`src/rtl/graphics_pkg.sv`:
```
// Shared constants and types for the graphics pipeline: RGB332 palette,
// transparency key and playfield geometry.
package graphics_pkg;

    typedef logic [7:0] color_t;

    localparam color_t RED = 8'hE0;
    localparam color_t PNK = 8'hF3;
    localparam color_t CYN = 8'h1F;
    localparam color_t ORG = 8'hF4;
    localparam color_t YLW = 8'hFC;
    localparam color_t WHT = 8'hFF;
    localparam color_t CRM = 8'hFE;
    localparam color_t BLU = 8'h03;
    localparam color_t BLK = 8'h00;

    localparam color_t KEY_TRANSPARENT = 8'h00;

    localparam int PF_XMAX    = 240;
    localparam int PF_YMAX    = 320;
    localparam int PF_YOFFSET = 24;
    localparam int PF_MAZE_W  = 264;

endpackage

```
`src/rtl/graphics_priority_mux.sv`:
```
// Combinational slot walk: first enabled, opaque layer in priority order wins,
// otherwise an opaque background, otherwise the transparent key.
module graphics_priority_mux #(
    parameter int                  NUM_LAYERS  = 5,
    parameter int                  COLOR_W     = 8,
    parameter int                  IDX_W       = $clog2(NUM_LAYERS),
    parameter logic [COLOR_W-1:0]  TRANSPARENT = '0
) (
    input  logic [NUM_LAYERS*COLOR_W-1:0] layer_color,
    input  logic [NUM_LAYERS-1:0]         layer_enable,
    input  logic [NUM_LAYERS*IDX_W-1:0]   order,
    input  logic [COLOR_W-1:0]            bg_color,
    output logic [COLOR_W-1:0]            pixel
);

    logic found;

    // Slot indices that match no layer (>= NUM_LAYERS) simply never hit.
    always_comb begin
        pixel = TRANSPARENT;
        found = 1'b0;
        for (int s = 0; s < NUM_LAYERS; s++) begin
            for (int l = 0; l < NUM_LAYERS; l++) begin
                if (!found
                    && order[s*IDX_W +: IDX_W] == IDX_W'(l)
                    && layer_enable[l]
                    && layer_color[l*COLOR_W +: COLOR_W] != TRANSPARENT) begin
                    pixel = layer_color[l*COLOR_W +: COLOR_W];
                    found = 1'b1;
                end
            end
        end
        if (!found && bg_color != TRANSPARENT) begin
            pixel = bg_color;
        end
    end

endmodule

```
`src/rtl/graphics_compositor.sv`:
```
// Three-stage pixel pipeline: VGA counters -> playfield coords/maze address,
// sprite capture aligned to RAM latency, then priority compositing.
module graphics_compositor
    import graphics_pkg::*;
#(
    parameter int                  NUM_LAYERS  = 5,
    parameter int                  COLOR_W     = 8,
    parameter int                  H_ACTIVE    = 640,
    parameter int                  V_ACTIVE    = 480,
    parameter int                  SCALE_SHIFT = 1,
    parameter int                  XMAX        = PF_XMAX,
    parameter int                  YMAX        = PF_YMAX,
    parameter int                  YOFFSET     = PF_YOFFSET,
    parameter int                  MAZE_W      = PF_MAZE_W,
    parameter int                  ADDR_W      = 16,
    parameter logic [COLOR_W-1:0]  TRANSPARENT = KEY_TRANSPARENT,
    parameter int                  IDX_W       = $clog2(NUM_LAYERS)
) (
    input  logic                          clk,
    input  logic                          rst,
    input  logic [9:0]                    hc,
    input  logic [9:0]                    vc,
    output logic [8:0]                    xpos,
    output logic [8:0]                    ypos,
    output logic [ADDR_W-1:0]             address,
    input  logic [NUM_LAYERS*COLOR_W-1:0] layer_color,
    input  logic [NUM_LAYERS-1:0]         layer_enable,
    input  logic [COLOR_W-1:0]            bg_color,
    input  logic                          prio_wr,
    input  logic [NUM_LAYERS*IDX_W-1:0]   prio_data,
    output logic                          prio_pending,
    output logic [COLOR_W-1:0]            color,
    output logic                          color_active
);

    localparam int AW = ADDR_W + 2;
    localparam int OW = NUM_LAYERS * IDX_W;

    function automatic logic [OW-1:0] identity_order();
        logic [OW-1:0] o;
        o = '0;
        for (int s = 0; s < NUM_LAYERS; s++) begin
            o[s*IDX_W +: IDX_W] = IDX_W'(s);
        end
        return o;
    endfunction

    localparam logic [OW-1:0] IDENTITY = identity_order();

    // Stage 1 state
    logic [8:0]        xpos_q, xpos_d;
    logic [8:0]        ypos_q, ypos_d;
    logic [ADDR_W-1:0] address_q, address_d;
    logic              active1_q, active1_d;
    // Stage 2 state
    logic [NUM_LAYERS*COLOR_W-1:0] lcolor_q, lcolor_d;
    logic [NUM_LAYERS-1:0]         lenable_q, lenable_d;
    logic                          active2_q, active2_d;
    // Stage 3 state
    logic [COLOR_W-1:0] color_q, color_d;
    logic               color_active_q, color_active_d;
    // Priority order
    logic [OW-1:0] order_q, order_d;
    logic [OW-1:0] shadow_q, shadow_d;
    logic          pending_q, pending_d;

    logic [9:0]         hc_s, vc_s, xpos_full;
    logic [AW-1:0]      ypos_w, addr_full;
    logic               boundary;
    logic [COLOR_W-1:0] mux_pixel;

    always_comb begin
        active1_d = (hc < 10'(H_ACTIVE)) && (vc < 10'(V_ACTIVE));
        hc_s      = hc >> SCALE_SHIFT;
        vc_s      = vc >> SCALE_SHIFT;
        xpos_full = 10'(XMAX - 1) - vc_s;
        xpos_d    = active1_d ? xpos_full[8:0] : 9'd0;
        ypos_d    = active1_d ? hc_s[8:0] : 9'd0;

        ypos_w    = AW'(ypos_d);
        addr_full = AW'(xpos_d) * AW'(MAZE_W) + ypos_w - AW'(YOFFSET);
        address_d = '1;
        if (ypos_w >= AW'(YOFFSET) && ypos_w < AW'(YOFFSET + MAZE_W)
            && ypos_w < AW'(YMAX)) begin
            address_d = addr_full[ADDR_W-1:0];
        end
    end

    // Sprite colors are combinational from the stage-1 coords, so capturing
    // here lines them up with the RAM data for the same pixel.
    always_comb begin
        lcolor_d  = layer_color;
        lenable_d = layer_enable;
        active2_d = active1_q;
    end

    graphics_priority_mux #(
        .NUM_LAYERS  (NUM_LAYERS),
        .COLOR_W     (COLOR_W),
        .IDX_W       (IDX_W),
        .TRANSPARENT (TRANSPARENT)
    ) u_prio_mux (
        .layer_color  (lcolor_q),
        .layer_enable (lenable_q),
        .order        (order_q),
        .bg_color     (bg_color),
        .pixel        (mux_pixel)
    );

    always_comb begin
        color_d        = active2_q ? mux_pixel : '0;
        color_active_d = active2_q;
    end

    // A write on the boundary cycle lands in the shadow only; the shadow that
    // was already waiting is what gets promoted.
    always_comb begin
        boundary  = (hc == 10'd0) && (vc == 10'(V_ACTIVE));
        order_d   = order_q;
        shadow_d  = shadow_q;
        pending_d = pending_q;
        if (boundary) begin
            order_d   = shadow_q;
            pending_d = 1'b0;
        end
        if (prio_wr) begin
            shadow_d  = prio_data;
            pending_d = 1'b1;
        end
    end

    always_ff @(posedge clk or posedge rst) begin
        if (rst) begin
            xpos_q         <= '0;
            ypos_q         <= '0;
            address_q      <= '1;
            active1_q      <= 1'b0;
            lcolor_q       <= '0;
            lenable_q      <= '0;
            active2_q      <= 1'b0;
            color_q        <= '0;
            color_active_q <= 1'b0;
            order_q        <= IDENTITY;
            shadow_q       <= IDENTITY;
            pending_q      <= 1'b0;
        end else begin
            xpos_q         <= xpos_d;
            ypos_q         <= ypos_d;
            address_q      <= address_d;
            active1_q      <= active1_d;
            lcolor_q       <= lcolor_d;
            lenable_q      <= lenable_d;
            active2_q      <= active2_d;
            color_q        <= color_d;
            color_active_q <= color_active_d;
            order_q        <= order_d;
            shadow_q       <= shadow_d;
            pending_q      <= pending_d;
        end
    end

    assign xpos         = xpos_q;
    assign ypos         = ypos_q;
    assign address      = address_q;
    assign color        = color_q;
    assign color_active = color_active_q;
    assign prio_pending = pending_q;

endmodule

```
`config.mk`:
```
export PLATFORM = sky130hd
export DESIGN_NAME = graphics_compositor
export DESIGN_NICKNAME = d
export VERILOG_FILES = /design/src/rtl/graphics_pkg.sv /design/src/rtl/graphics_priority_mux.sv /design/src/rtl/graphics_compositor.sv
export SDC_FILE = /design/constraint.sdc
export NUM_CORES = 1
export LEC_CHECK = 0
export CAP_MARGIN = 20
export CORE_MARGIN = 8
export CORE_UTILIZATION = 53
export CTS_CLUSTER_DIAMETER = 30
export DETAILED_ROUTE_END_ITERATION = 7
export PLACE_DENSITY = 0.77
export SYNTH_ARGS = -nofsm -noshare
export SYNTH_HDL_FRONTEND = slang
export SYNTH_SLANG_ARGS = --single-unit
```
`constraint.sdc`:
```
create_clock -name clk -period 5.2 [get_ports clk]
set_input_delay 1.04 -clock clk [delete_from_list [all_inputs] [get_ports clk]]
set_output_delay 1.04 -clock clk [all_outputs]
set_load 0.02 [all_outputs]
```
==> impl_metrics.py <==
metrics = {
    "yosys": {
        "ys_ff_latch": 121,
        "synth_warnings": 0,
        "synthArstFlopShare": 1.000,
        "ys_types": 88,
        "synth_nets": 824,
        "ys.flop_type": "dfrtp_1",
        "synth_area_um2": 7116,
        "synth_area_leaders": "dfrtp_1 (33%), dfstp_2 (9.6%), ha_1 (5.3%)",
        "netlist_instances": 701,
        "synth_edf_count": 0,
        "synth_common_cells": "dfrtp_1 (95), nand2_1 (63), inv_1 (45), a21oi_1 (43), ha_1 (30)",
        "yosysTopAreaCell": "dfrtp_1",
        "ys_seq_area_frac": 0.4301,
        "avgSynthCellArea_um2": 10.15,
        "synth.most_common_cell": "dfrtp_1",
        "synth_top_area_share": 0.3341,
    },
    "floorplanning": {
        "initial_utilization": 0.5395,
        "rows": 42,
        "io_pins": 135,
        "coreArea_um2": 13190,
        "die_h_um": 131.9,
        "die_width_um": 131.9,
        "die_area_um2": 17390,
    },
    "route": {
        "drtIter0Drc": 1271,
        "viasPerCell": 6.921,
        "drc": 8,
        "drt_pass1_iterations": 8,
        "vias": 7281,
        "ant_nets": 0,
        "wire_per_inst_um": 28.29,
        "wirelength_um": 29760,
    },
    "grt": {
        "grt_pass1_vias": 7418,
        "grt_pass1_wl_um": 44270,
        "antenna_found_initial": 0,
        "grt_max_degree": 55,
        "grt_use_total": 0.3311,
        "gr-total-overflow": 0,
    },
    "timing": {
        "fmax_ghz": 0.1939,
        "slew_violations": 0,
        "finalCritPeriodShare": 0.9918,
        "finalSetupTns_ns": 0,
        "setup_viol": 0,
        "worstMarginPinSlew_ns": 0.9895,
        "period_needed_ns": 5.157,
        "clock_skew_ns": 0.006463,
        "holdWs_ns": 0.3742,
        "hold_violations": 0,
        "postLayoutSetupSlackWorst_ns": 0.04272,
        "slew_headroom": 0.3310,
    },
    "final_layout": {
        "finalInstanceArea_um2": 9409,
        "fin_cells": 1052,
        "area_growth_pct": 32.23,
        "n_fill_cell": 916,
        "postLayoutCoreUtil": 0.7133,
        "final_layout_size_suffix_gt1_frac": 0.1747,
        "nets": 986,
        "diodes": 0,
    },
    "power": {
        "p_per_area_nw_per_um2": 299.9,
        "ir_drop_uv": 393.9,
        "p_leak_nw": 4.028,
        "total_power_mw": 2.822,
    },
    "placement": {
        "place_hpwl_um": 21540,
        "dp.cells": 1018,
        "port_buffers": 134,
        "place_ws_ns": -0.1863,
        "gp_congestion": 1.004,
        "placed_area_um2": 8801,
    },
    "clock_tree": {
        "clock-sinks": 121,
        "post_cts_buffers": 0,
        "root_buffer": "clkbuf_16",
        "worstSkewPairLatency_ns": 0.43,
        "clk_pin_slew_ns": 0.06,
        "numCtsBuffers": 17,
        "cts_tree": "built",
        "htree_levels": 4,
        "cts_buffer_depth": 2,
    },
    "setup_path": {
        "worstPathMaxFanout": 4,
        "worstSetupPathType": "input pin to flip-flop",
        "required_ns": 5.55,
        "arrival_ns": 5.51,
        "cp-end-kind": "flip-flop",
        "cp-start-kind": "input pin",
    },
    "outcome": {
        "status": "finished, violations left",
        "violations": "design-rule violations",
    },
    "worst_hold_path": {
        "hp-class": "flip-flop to flip-flop",
    },
    "run": {
        "drv_cap": 0,
    },
}
-- timing repair --
item | 4_1_cts | 5_1_grt
endpoints found under the hold margin | 0 | 0
resized for setup | 0 | 2
hold buffers | 0 | 0
endpoints found under the setup margin | 0 | 1
-- logic make-up after synthesis --
logic type / Yosys count / share of synthesized area
AND/OR/NAND/NOR: 223 / 0.1904
AO/OA/AOI/OAI: 214 / 0.2149
flip-flops: 121 / 0.4301
buffers and inverters: 67 / 0.03974
adder cells (fa/ha/maj): 32 / 0.05838
multiplexers: 29 / 0.04589
XOR/XNOR: 15 / 0.02057
-- per-layer routing --
metal  vias up  share of wire  GRT usage
met5         -              0          0
met4         0          0.060     0.1774
met3       155           0.11    0.09184
met2       617           0.46     0.5223
met1      3511           0.37     0.4044
li1       2998              -          -
-- registers in the layout, indices dropped and copies added (netlist names), 5 cells and up --
name / count
ypos: 9
address: 16
lcolor_q: 40
order_q: 15
shadow_q: 15
color: 8
xpos: 9
lenable_q: 5
-- final cells by class --
class / count / area (um^2) / share of cell area
clock buffer: 18 / 429.2 / 0.04561
clock inverter: 14 / 148.9 / 0.01582
inverter: 46 / 175.2 / 0.01862
multi-input combinational: 513 / 3807 / 0.4047
sequential: 121 / 3060 / 0.3253
tap: 176 / 220.2 / 0.02340
timing repair buffer: 164 / 1568 / 0.1666
-- layout by cell type (no fill, tap or decap), types with 4 or more instances in the layout --
cell,synthesis,final
a21oi_1,43,43
dfstp_2,26,26
o211a_1,4,4
nor2_1,28,28
o31ai_1,4,4
and3_1,7,7
a221oi_1,11,11
clkdlybuf4s50_1,0,134
o21ai_1,4,4
dfrtp_1,95,95
a21o_1,5,5
nor4_1,14,14
o22ai_1,10,10
mux2_2,29,29
clkbuf_16,0,17
nand3_1,20,20
nand4b_1,6,6
nor3_1,11,11
inv_1,45,44
o21a_1,4,4
a211o_1,4,4
buf_4,1,28
a21boi_0,5,5
o21ai_0,29,29
o21bai_1,6,6
a222oi_1,5,5
a31oi_1,7,7
clkinvlp_4,0,4
and2_1,5,5
xnor2_1,10,9
or4_1,9,9
a22oi_1,20,20
nor4bb_1,6,4
nand2_1,63,63
xor2_1,4,4
nand4_1,7,7
a22o_1,6,6
a211oi_1,9,9
nand2b_1,10,10
ha_1,30,30
-- path summary, 6_finish.rpt --
check | start | end | cells after the start | slack [ns]
worst min-delay path | active1_q$_DFF_PP0_ | active2_q$_DFF_PP0_ | 0 | 0.37
min in group asynchronous | rst | shadow_q[2]$_DFFE_PP0P_ | 2 | 1.08
worst max-delay path | hc[8] | address[15]$_DFF_PP1_ | 19 | 0.04
max in group asynchronous | rst | shadow_q[9]$_DFFE_PP1P_ | 3 | 3.20
worst max register to register | order_q[7]$_DFFE_PP1P_ | color[2]$_DFF_PP0_ | 9 | 1.06
worst min register to register | active1_q$_DFF_PP0_ | active2_q$_DFF_PP0_ | 0 | 0.37
-- power breakdown --
group / internal (mW) / total, mW / switching [mW]
clock: 0.707 / 1.18 / 0.478
combinational: 0.247 / 0.529 / 0.282
sequential: 1.03 / 1.11 / 0.0763
total: 1.99 / 2.82 / 0.836
-- worst max-delay path: stages --
cell and delay, ns:
clkdlybuf4s50_1 0.43, or2_2 0.32, a21oi_1 0.27, inv_1 0.11
a311oi_2 0.35, ha_1 0.30, ha_1 0.30, ha_1 0.19
inv_1 0.08, fa_1 0.48, xnor2_2 0.23, inv_1 0.08
ha_1 0.38, nand2_1 0.08, o31ai_1 0.34, a21o_1 0.18
a21oi_1 0.07, xnor2_1 0.18, nand2_1 0.09
Note: power is estimated with default switching activity, not from simulation.
